$ cat src/rtl/spi_txn_ctrl.sv
// spi_txn_ctrl: SPI transaction sequencer framing an opcode phase and a snapshotted reply phase.
module spi_txn_ctrl #(
  parameter int NBITS   = 24,
  parameter int OPBITS  = 8,
  parameter int TIMEOUT = 4096
) (
  input  logic        clk,
  input  logic        reset,
  input  logic        load,
  input  logic        sck,
  input  logic [7:0]  opcode_in,
  input  logic [23:0] game_reply,
  input  logic [23:0] stat_reply,
  output logic        done,
  output logic [23:0] reply_out,
  output logic [7:0]  op_code,
  output logic        op_valid,
  output logic        txn_done,
  output logic        err_frame,
  output logic        err_opcode,
  output logic        err_timeout
);
  localparam int BW = $clog2(NBITS + 1);
  localparam int TW = $clog2(TIMEOUT + 1);
  localparam logic [BW-1:0] OP_N   = BW'(OPBITS);
  localparam logic [BW-1:0] OP_SAT = BW'(OPBITS + 1);
  localparam logic [BW-1:0] NB_L   = BW'(NBITS - 1);
  localparam logic [TW-1:0] TO_N   = TW'(TIMEOUT);
  typedef enum logic [2:0] {S_IDLE, S_LOAD, S_DECODE, S_REPLY, S_END} state_t;
  state_t state;
  logic load_m, load_s, load_q, sck_m, sck_s, sck_q;
  logic [BW-1:0] bit_cnt;
  logic [TW-1:0] to_cnt;
  logic sck_rise;
  assign sck_rise = sck_s & ~sck_q;
  always_ff @(posedge clk) begin
    if (reset) begin
      state       <= S_IDLE;
      {load_m, load_s, load_q, sck_m, sck_s, sck_q} <= '0;
      bit_cnt     <= '0;
      to_cnt      <= '0;
      done        <= 1'b0;
      reply_out   <= '0;
      op_code     <= '0;
      op_valid    <= 1'b0;
      txn_done    <= 1'b0;
      err_frame   <= 1'b0;
      err_opcode  <= 1'b0;
      err_timeout <= 1'b0;
    end else begin
      {load_m, load_s, load_q} <= {load, load_m, load_s};
      {sck_m, sck_s, sck_q}    <= {sck, sck_m, sck_s};
      op_valid    <= 1'b0;
      txn_done    <= 1'b0;
      err_frame   <= 1'b0;
      err_opcode  <= 1'b0;
      err_timeout <= 1'b0;
      to_cnt <= (state != S_REPLY || sck_rise) ? '0 : (to_cnt == TO_N ? to_cnt : to_cnt + TW'(1));
      case (state)
        S_IDLE: if (load_s) begin
          state   <= S_LOAD;
          bit_cnt <= '0;
        end
        S_LOAD: if (!load_s) begin
          state     <= bit_cnt == OP_N ? S_DECODE : S_IDLE;
          err_frame <= bit_cnt != OP_N;
          bit_cnt   <= '0;
        end else if (sck_rise && bit_cnt != OP_SAT) bit_cnt <= bit_cnt + BW'(1);
        S_DECODE: begin
          state      <= S_REPLY;
          done       <= 1'b1;
          op_valid   <= 1'b1;
          op_code    <= opcode_in;
          reply_out  <= opcode_in[7] ? 24'h0 : opcode_in[6] ? stat_reply : game_reply;
          err_opcode <= opcode_in[7];
          bit_cnt    <= '0;
        end
        // abort beats completion, completion beats timeout
        S_REPLY: if (load_s && !load_q) begin
          state   <= S_LOAD;
          done    <= 1'b0;
          bit_cnt <= '0;
        end else if (sck_rise && bit_cnt == NB_L) begin
          state    <= S_END;
          done     <= 1'b0;
          txn_done <= 1'b1;
          bit_cnt  <= '0;
        end else if (to_cnt == TO_N) begin
          state       <= S_IDLE;
          done        <= 1'b0;
          err_timeout <= 1'b1;
          bit_cnt     <= '0;
        end else if (sck_rise) bit_cnt <= bit_cnt + BW'(1);
        S_END: begin
          state   <= load_s ? S_LOAD : S_IDLE;
          bit_cnt <= '0;
        end
        default: state <= S_IDLE;
      endcase
    end
  end
endmodule

$ cat config.mk
export PLATFORM = sky130hd
export DESIGN_NAME = spi_txn_ctrl
export DESIGN_NICKNAME = d
export VERILOG_FILES = /design/src/rtl/spi_txn_ctrl.sv
export SDC_FILE = /design/constraint.sdc
export NUM_CORES = 1
export LEC_CHECK = 0
export ABC_AREA = 1
export CORE_ASPECT_RATIO = 1.4
export CORE_UTILIZATION = 50
export CTS_BUF_LIST = sky130_fd_sc_hd__clkbuf_16
export CTS_CLUSTER_DIAMETER = 120
export CTS_CLUSTER_SIZE = 12
export DETAILED_ROUTE_END_ITERATION = 8
export PLACE_DENSITY_LB_ADDON = 0.1
export SETUP_SLACK_MARGIN = 0.1
export SLEW_MARGIN = 0
export SYNTH_ARGS = -nofsm -noshare
export SYNTH_HDL_FRONTEND = slang
export SYNTH_SLANG_ARGS = --single-unit
export TNS_END_PERCENT = 5
$ cat constraint.sdc
create_clock -name clk -period 2.6 [get_ports clk]
set_input_delay 0.78 -clock clk [delete_from_list [all_inputs] [get_ports clk]]
set_output_delay 0.78 -clock clk [all_outputs]
set_load 0.05 [all_outputs]
==> results.tsv, run 1 <==
stage	metric	value	unit
worst_hold_path	worst hold start	load_m	
clock_tree	Sink Count	65	
drt	DR pass1 iterations	4	
global_route	total grt overflow	0	
yosys	number of library cell types mapped by synthesis	31	
sta	final setup fails	0	
worst_setup_path	Setup crit end kind	output port	
clock_tree	clk_lat worst skew	0.32	ns
yosys	post-synth top area cell	dfxtp_1	
flow_run	maxcap violations	0	
global_route	first-pass GRT wire length	11.80	mm
worst_setup_path	crit path max fanout	2	
sta	period utilisation layout	0.8775	
clock_tree	post_cts resized	0	
global_route	GRT Overall Usage	0.2448	
power	worst vdd ir	0.3517	mV
yosys	Synthesized Nets	457	
worst_hold_path	Tightest Hold Check Type	register to register	
worst_setup_path	Reg2Reg Launch Point	to_cnt[0]	
worst_setup_path	R2R depth	11	
final_layout	n_diodes	0	
global_route	vias in the first global route	2766	
worst_setup_path	CP Class	register to output port	
worst_setup_path	Critical Path Max Stage Delay	0.86	ns
drt	detailed-route DRC error count	0	
yosys	FFs w/ async S/R, synth	0	
sta	Fin. Hold Viols	0	
placement	gpl congestion	0.8339	
clock_tree	Post-CTS Hold Fix Bufs	0	
final_layout	P&R area growth vs syn	42.07	%
yosys	Synth Register Bits	65	
placement	Post-DP HPWL	5.267	mm
floorplanning	die height	94.12	um
worst_hold_path	Worst Hold Endpoint	load_s	
worst_setup_path	WP data arrival	1.50	ns
yosys	Post-Syn Area	3030	um^2
sta	Slew HR	0.6196	
sta	FMAX	438.3	MHz
clock_tree	CTS tree	built	
worst_setup_path	worst flop-to-flop path endpoint	bit_cnt[3]	
drt	DRT iter0 DRCs	156	
status	status	complete, no violations	
sta	Slew Limit Fails	0	
worst_setup_path	CP bufs+invs	1	
global_route	initial antenna violation count	0	
floorplanning	io pins	98	
final_layout	share of cells above drive strength 1	0.1417	
power	cell area power density	529.1	nW/um^2
final_layout	Fillers	463	
placement	I/O Buffers	97	
sta	Fin Setup TNS	0	ns
final_layout	Layout Nets	555	
yosys	Yosys top cell area share	0.4294	
floorplanning	die area	6381	um^2
floorplanning	Initial Util	0.5169	
clock_tree	Worst-path clk slew	0.05	ns
global_route	largest net degree at the start of global routing	36	
clock_tree	H-tree depth	3	
final_layout	final instance count without filler cells	564	
yosys	Avg Cell Area, Syn	7.731	um^2
clock_tree	worst-case clock buffer depth	2	
floorplanning	Die Span X	67.80	um
yosys	Cells after Synth	392	
worst_setup_path	startpoint types	register	
drt	post-detailed-route count of antenna-violating nets	0	
yosys	Syn. warnings	0	
worst_hold_path	worst hold path cell count	2	
floorplanning	Cell Rows	33	
sta	Fin Clk Skew	0.005546	ns
yosys	sequential area share after synthesis	0.4294	
yosys	synth top area cells	dfxtp_1 (43%), nand2_1 (13%), mux2_2 (8.9%)	
sta	Final Critical Period	2.281	ns
worst_setup_path	CP required	1.82	ns
clock_tree	setup bufs post-CTS	0	
yosys	ys flop type	dfxtp_1	
drt	routed wire length	7.177	mm
drt	via count	2830	
power	Leak Pwr	1.621	nW
drt	Via density	5.018	
floorplanning	core area	5863	um^2
yosys	Post-synth EDFFs	0	
sta	Worst-Margin Slew	0.5689	ns
sta	RSZ-0062 raised after global routing	no	
worst_setup_path	Reg2Reg Setup Slack	0.87	ns
worst_setup_path	largest delay contributor family on the critical path	buffers and inverters	
clock_tree	total CTS buffers	9	
placement	DP Cell Count	549	
worst_setup_path	cells along the critical path	clkdlybuf4s50_1	
clock_tree	Root Driver	clkbuf_16	
worst_setup_path	Critical Path Slowest Stage Cell	clkdlybuf4s50_1	
drt	Avg WL per Cell	12.73	um
[layer usage]
layer / up-vias / GRT usage / routed length, um
met1: 1287 / 0.2537 / 2774
met2: 80 / 0.4274 / 3724
li1: 1448 / - / -
met4: 0 / 0.1215 / 203
met5: - / 0 / 0
met3: 15 / 0.07888 / 476
[worst max-delay path by stage]
stage / slack (ns) / startpoint / endpoint / cells past startpoint
global placement: 0.53 / opcode_in[6] / reply_out[3] / 5
global route: 0.28 / done / done / 1
detailed placement: 0.50 / opcode_in[6] / reply_out[3] / 5
CTS: 0.32 / done / done / 1
floorplan: 0.89 / opcode_in[6] / reply_out[0] / 5
finish: 0.32 / op_code[3] / op_code[3] / 1
[cell type report]
| cell class | count | area (um^2) | share of cell area |
|---|---|---|---|
| clock buffers | 9 | 225.2 | 0.05231 |
| clock inverters | 6 | 27.53 | 0.006393 |
| inverters | 42 | 157.7 | 0.03662 |
| multi-input cells | 272 | 1500 | 0.3484 |
| flip-flops and latches | 65 | 1301 | 0.3022 |
| well taps | 70 | 87.58 | 0.02034 |
| repair buffers | 100 | 1006 | 0.2337 |
[metrics by stage]
| step | instance area (um^2) | util | power [W] | hold WS (ns) | setup WS (ns) |
|---|---|---|---|---|---|
| 6_report | 4305 | 0.7343 | 0.002278 | 0.3993 | 0.3186 |
| 5_1_grt | 4305 | 0.7343 | 0.002355 | 0.4170 | 0.2847 |
| 3_3_place_gp | 4053 | 0.6912 | 0.001266 | 0.3898 | 0.5259 |
| 3_5_place_dp | 4053 | 0.6912 | 0.001271 | 0.3928 | 0.5004 |
| 4_1_cts | 4305 | 0.7343 | 0.002292 | 0.4001 | 0.3163 |
| 2_1_floorplan | 3030 | - | 0.001152 | 0.3883 | 0.8880 |
[synth_stat cells, types with 2 or more instances]
| master | instances |
|---|---|
| a21oi_1 | 46 |
| buf_2 | 6 |
| buf_6 | 2 |
| clkbuf_1 | 5 |
| dfxtp_1 | 65 |
| ha_1 | 5 |
| inv_1 | 38 |
| inv_2 | 4 |
| mux2_2 | 24 |
| nand2_1 | 107 |
| nand2_2 | 6 |
| nand2_4 | 2 |
| nand3_1 | 11 |
| nand3b_1 | 3 |
| nand4_1 | 4 |
| nor2_1 | 28 |
| nor2_2 | 9 |
| nor2_4 | 3 |
| nor3_1 | 4 |
| nor3_2 | 2 |
| nor4_1 | 3 |
| o21ai_0 | 5 |
| o21ai_1 | 2 |
[tightest hold or removal path: cells and delay by family (launching register included)]
family | cells | cell delay (ns)
AND/OR/NAND/NOR | 1 | 0.03
flip-flops | 1 | 0.29
buffers and inverters | 1 | 0.04
[cell usage in the layout (no fill, tap or decap), drive strengths merged, types with 5 or more instances in the layout]
| cell type | Yosys | routed |
|---|---|---|
| mux2 | 24 | 24 |
| clkbuf | 5 | 9 |
| dfxtp | 65 | 65 |
| clkdlybuf4s50 | 0 | 97 |
| ha | 5 | 5 |
| clkinv | 0 | 5 |
| a21oi | 48 | 48 |
| o21ai | 7 | 7 |
| inv | 42 | 43 |
| nand2 | 115 | 115 |
| nor3 | 6 | 6 |
| nand3 | 11 | 11 |
| nor2 | 41 | 41 |
[flip-flops by register name (all words and copies together) (netlist names), 3 cells and up]
name       flops
bit_cnt        5
reply_out     24
state          3
op_code        8
to_cnt        13
[cells by family (layout without fill, tap and decap cells)]
group	Yosys count	in the layout	share of synthesized area
compound gates	57	57	0.1012
buf+inv	55	157	0.07556
mux	24	24	0.08918
simple gates	185	185	0.2812
flops	65	65	0.4294
fa+ha+maj	5	5	0.02064
xor+xnor	1	1	0.002891
[power breakdown]
group	internal (W)	total (W)	switching (W)
logic	0.000136	0.000233	0.0000974
registers	0.00101	0.00102	0.00000807
clock network	0.000624	0.00103	0.000403
Note: power is estimated with default switching activity, not from simulation.
==> run 2: changes to the inputs <==
GPL_TIMING_DRIVEN = 0   (was unset)
SKIP_LAST_GASP = 1   (was unset)
==> results.tsv, run 2 (same netlist as run 1, synthesis figures left out) <==
stage	metric	value	unit	change
floorplanning	Initial Util	0.5169		unchanged
final_layout	Largest Register	reply_out		unchanged
worst_setup_path	Setup crit end kind	output port		unchanged
clock_tree	total CTS buffers	9		unchanged
power	Pwr Total	0.002531	W	was 0.002278 W
global_route	largest net degree at the start of global routing	13		was 36
worst_setup_path	WP data arrival	1.50	ns	about the same
final_layout	Fillers	443		was 463
placement	I/O Buffers	95		was 97
drt	via count	2864		was 2830
sta	Slew HR	0.6364		was 0.6196
placement	pre-CTS WS	0.6675	ns	was 0.5004 ns
drt	DRT iter0 DRCs	101		was 156
final_layout	Layout Nets	563		was 555
floorplanning	die area	6381	um^2	unchanged
placement	gpl congestion	0.7926		was 0.8339
floorplanning	core area	5863	um^2	unchanged
sta	post-route worst hold slack	0.4033	ns	was 0.3993 ns
global_route	total grt overflow	0		unchanged
final_layout	P&R area growth vs syn	44.84	%	was 42.07%
clock_tree	H-tree depth	3		unchanged
sta	RSZ-0062 raised after global routing	no		unchanged
worst_setup_path	Critical Path Slowest Stage Cell	clkdlybuf4s50_1		unchanged
final_layout	Regs by FF count	reply_out: 24 flops, to_cnt: 13 flops, op_code: 8 flops		unchanged
final_layout	max FFs per register	24		unchanged
floorplanning	die height	94.12	um	unchanged
floorplanning	Cell Rows	33		unchanged
placement	DP Cell Count	557		was 549
sta	Fin Setup TNS	0	ns	unchanged
sta	Worst-Margin Slew	0.5437	ns	was 0.5689 ns
clock_tree	clk_lat worst skew	0.33	ns	was 0.32 ns
sta	Final Critical Period	2.279	ns	was 2.281 ns
worst_setup_path	crit path max fanout	2		unchanged
final_layout	most frequent cells in the layout	nand2_1 (107), clkdlybuf4s50_1 (95), dfxtp_1 (65), a21oi_1 (46), inv_1 (38)		was nand2_1 (107), clkdlybuf4s50_1 (97), dfxtp_1 (65), a21oi_1 (46), inv_1 (39)
sta	Worst Setup Slack, final	0.3207	ns	was 0.3186 ns
clock_tree	post_cts resized	0		unchanged
clock_tree	Worst-path clk slew	0.05	ns	about the same
drt	detailed-route DRC error count	0		unchanged
clock_tree	Post-CTS Hold Fix Bufs	0		unchanged
drt	Via density	4.998		was 5.018
clock_tree	Root Driver	clkbuf_16		unchanged
sta	Fin. Hold Viols	0		unchanged
global_route	vias in the first global route	2797		was 2766
worst_setup_path	CP required	1.82	ns	about the same
worst_setup_path	Critical Path Max Stage Delay	0.84	ns	was 0.86 ns
drt	DR pass1 iterations	4		unchanged
final_layout	most common cell after layout, fill and taps aside	nand2_1		unchanged
drt	routed wire length	7.161	mm	was 7.177 mm
power	cell area power density	576.7	nW/um^2	was 529.1 nW/um^2
drt	post-detailed-route count of antenna-violating nets	0		unchanged
global_route	initial antenna violation count	0		unchanged
sta	Slew Limit Fails	0		unchanged
worst_setup_path	cells along the critical path	clkdlybuf4s50_1		unchanged
clock_tree	Sink Count	65		unchanged
clock_tree	setup bufs post-CTS	0		unchanged
clock_tree	worst-case clock buffer depth	2		unchanged
worst_setup_path	CP Class	register to output port		unchanged
sta	final setup fails	0		unchanged
status	status	complete, no violations		unchanged
worst_setup_path	CP bufs+invs	1		unchanged
power	Leak Pwr	1.653	nW	was 1.621 nW
power	worst vdd ir	0.4852	mV	was 0.3517 mV
floorplanning	Die Span X	67.80	um	unchanged
sta	FMAX	438.7	MHz	was 438.3 MHz
worst_hold_path	Tightest Hold Check Type	register to register		unchanged
global_route	first-pass GRT wire length	11.70	mm	was 11.80 mm
final_layout	n_diodes	0		unchanged
final_layout	share of cells above drive strength 1	0.1551		was 0.1417
worst_setup_path	startpoint types	register		unchanged
global_route	GRT Overall Usage	0.2462		was 0.2448
drt	Avg WL per Cell	12.50	um	was 12.73 um
final_layout	final instance count without filler cells	573		was 564
floorplanning	io pins	98		unchanged
flow_run	maxcap violations	0		unchanged
sta	period utilisation layout	0.8767		was 0.8775
clock_tree	CTS tree	built		unchanged
sta	Fin Clk Skew	0.003872	ns	was 0.005546 ns
placement	Post-DP HPWL	5.438	mm	was 5.267 mm
worst_setup_path	largest delay contributor family on the critical path	buffers and inverters		unchanged
## run 2: layer usage
layer	global-route usage	wire (um)	vias to the layer above
met2	0.4257	3739	86
met5	0	0	-
met4	0.1354	176	0
li1	-	-	1467
met3	0.07767	438	15
met1	0.2543	2807	1296
## run 2: path summary, 6_finish.rpt
check             start    endpoint  slack, ns  cells after the start
min              load_m      load_s       0.40                      2
max          op_code[2]  op_code[2]       0.32                      1
min reg2reg      load_m      load_s       0.40                      2
max reg2reg   to_cnt[0]  bit_cnt[2]       0.90                     11
## run 2: final cells by class
cell class | count | area [um^2] | area share
tap | 70 | 87.58 | 0.01995
buffer | 13 | 71.32 | 0.01625
timing repair buffer | 95 | 950.9 | 0.2166
clock buffer | 9 | 225.2 | 0.05131
sequential | 65 | 1301 | 0.2965
clock inverter | 7 | 95.09 | 0.02166
inverter | 42 | 157.7 | 0.03592
multi-input combinational | 272 | 1500 | 0.3418
## run 2: stage by stage
| stage | utilization | cell area, um^2 |
|---|---|---|
| 4_1_cts | 0.7486 | 4389 |
| 5_1_grt | 0.7486 | 4389 |
| 2_1_floorplan | - | 3030 |
| 3_5_place_dp | 0.6940 | 4069 |
| 6_report | 0.7486 | 4389 |
| 3_3_place_gp | 0.6940 | 4069 |
## run 2: power by group
part	total, W	internal (W)	switching (W)	leakage (nW)
sequential	0.00102	0.00101	0.00000771	0.525
clock	0.00128	0.000838	0.000446	0.155
combinational	0.000232	0.000132	0.0000996	0.973
total	0.00253	0.00198	0.000553	1.65
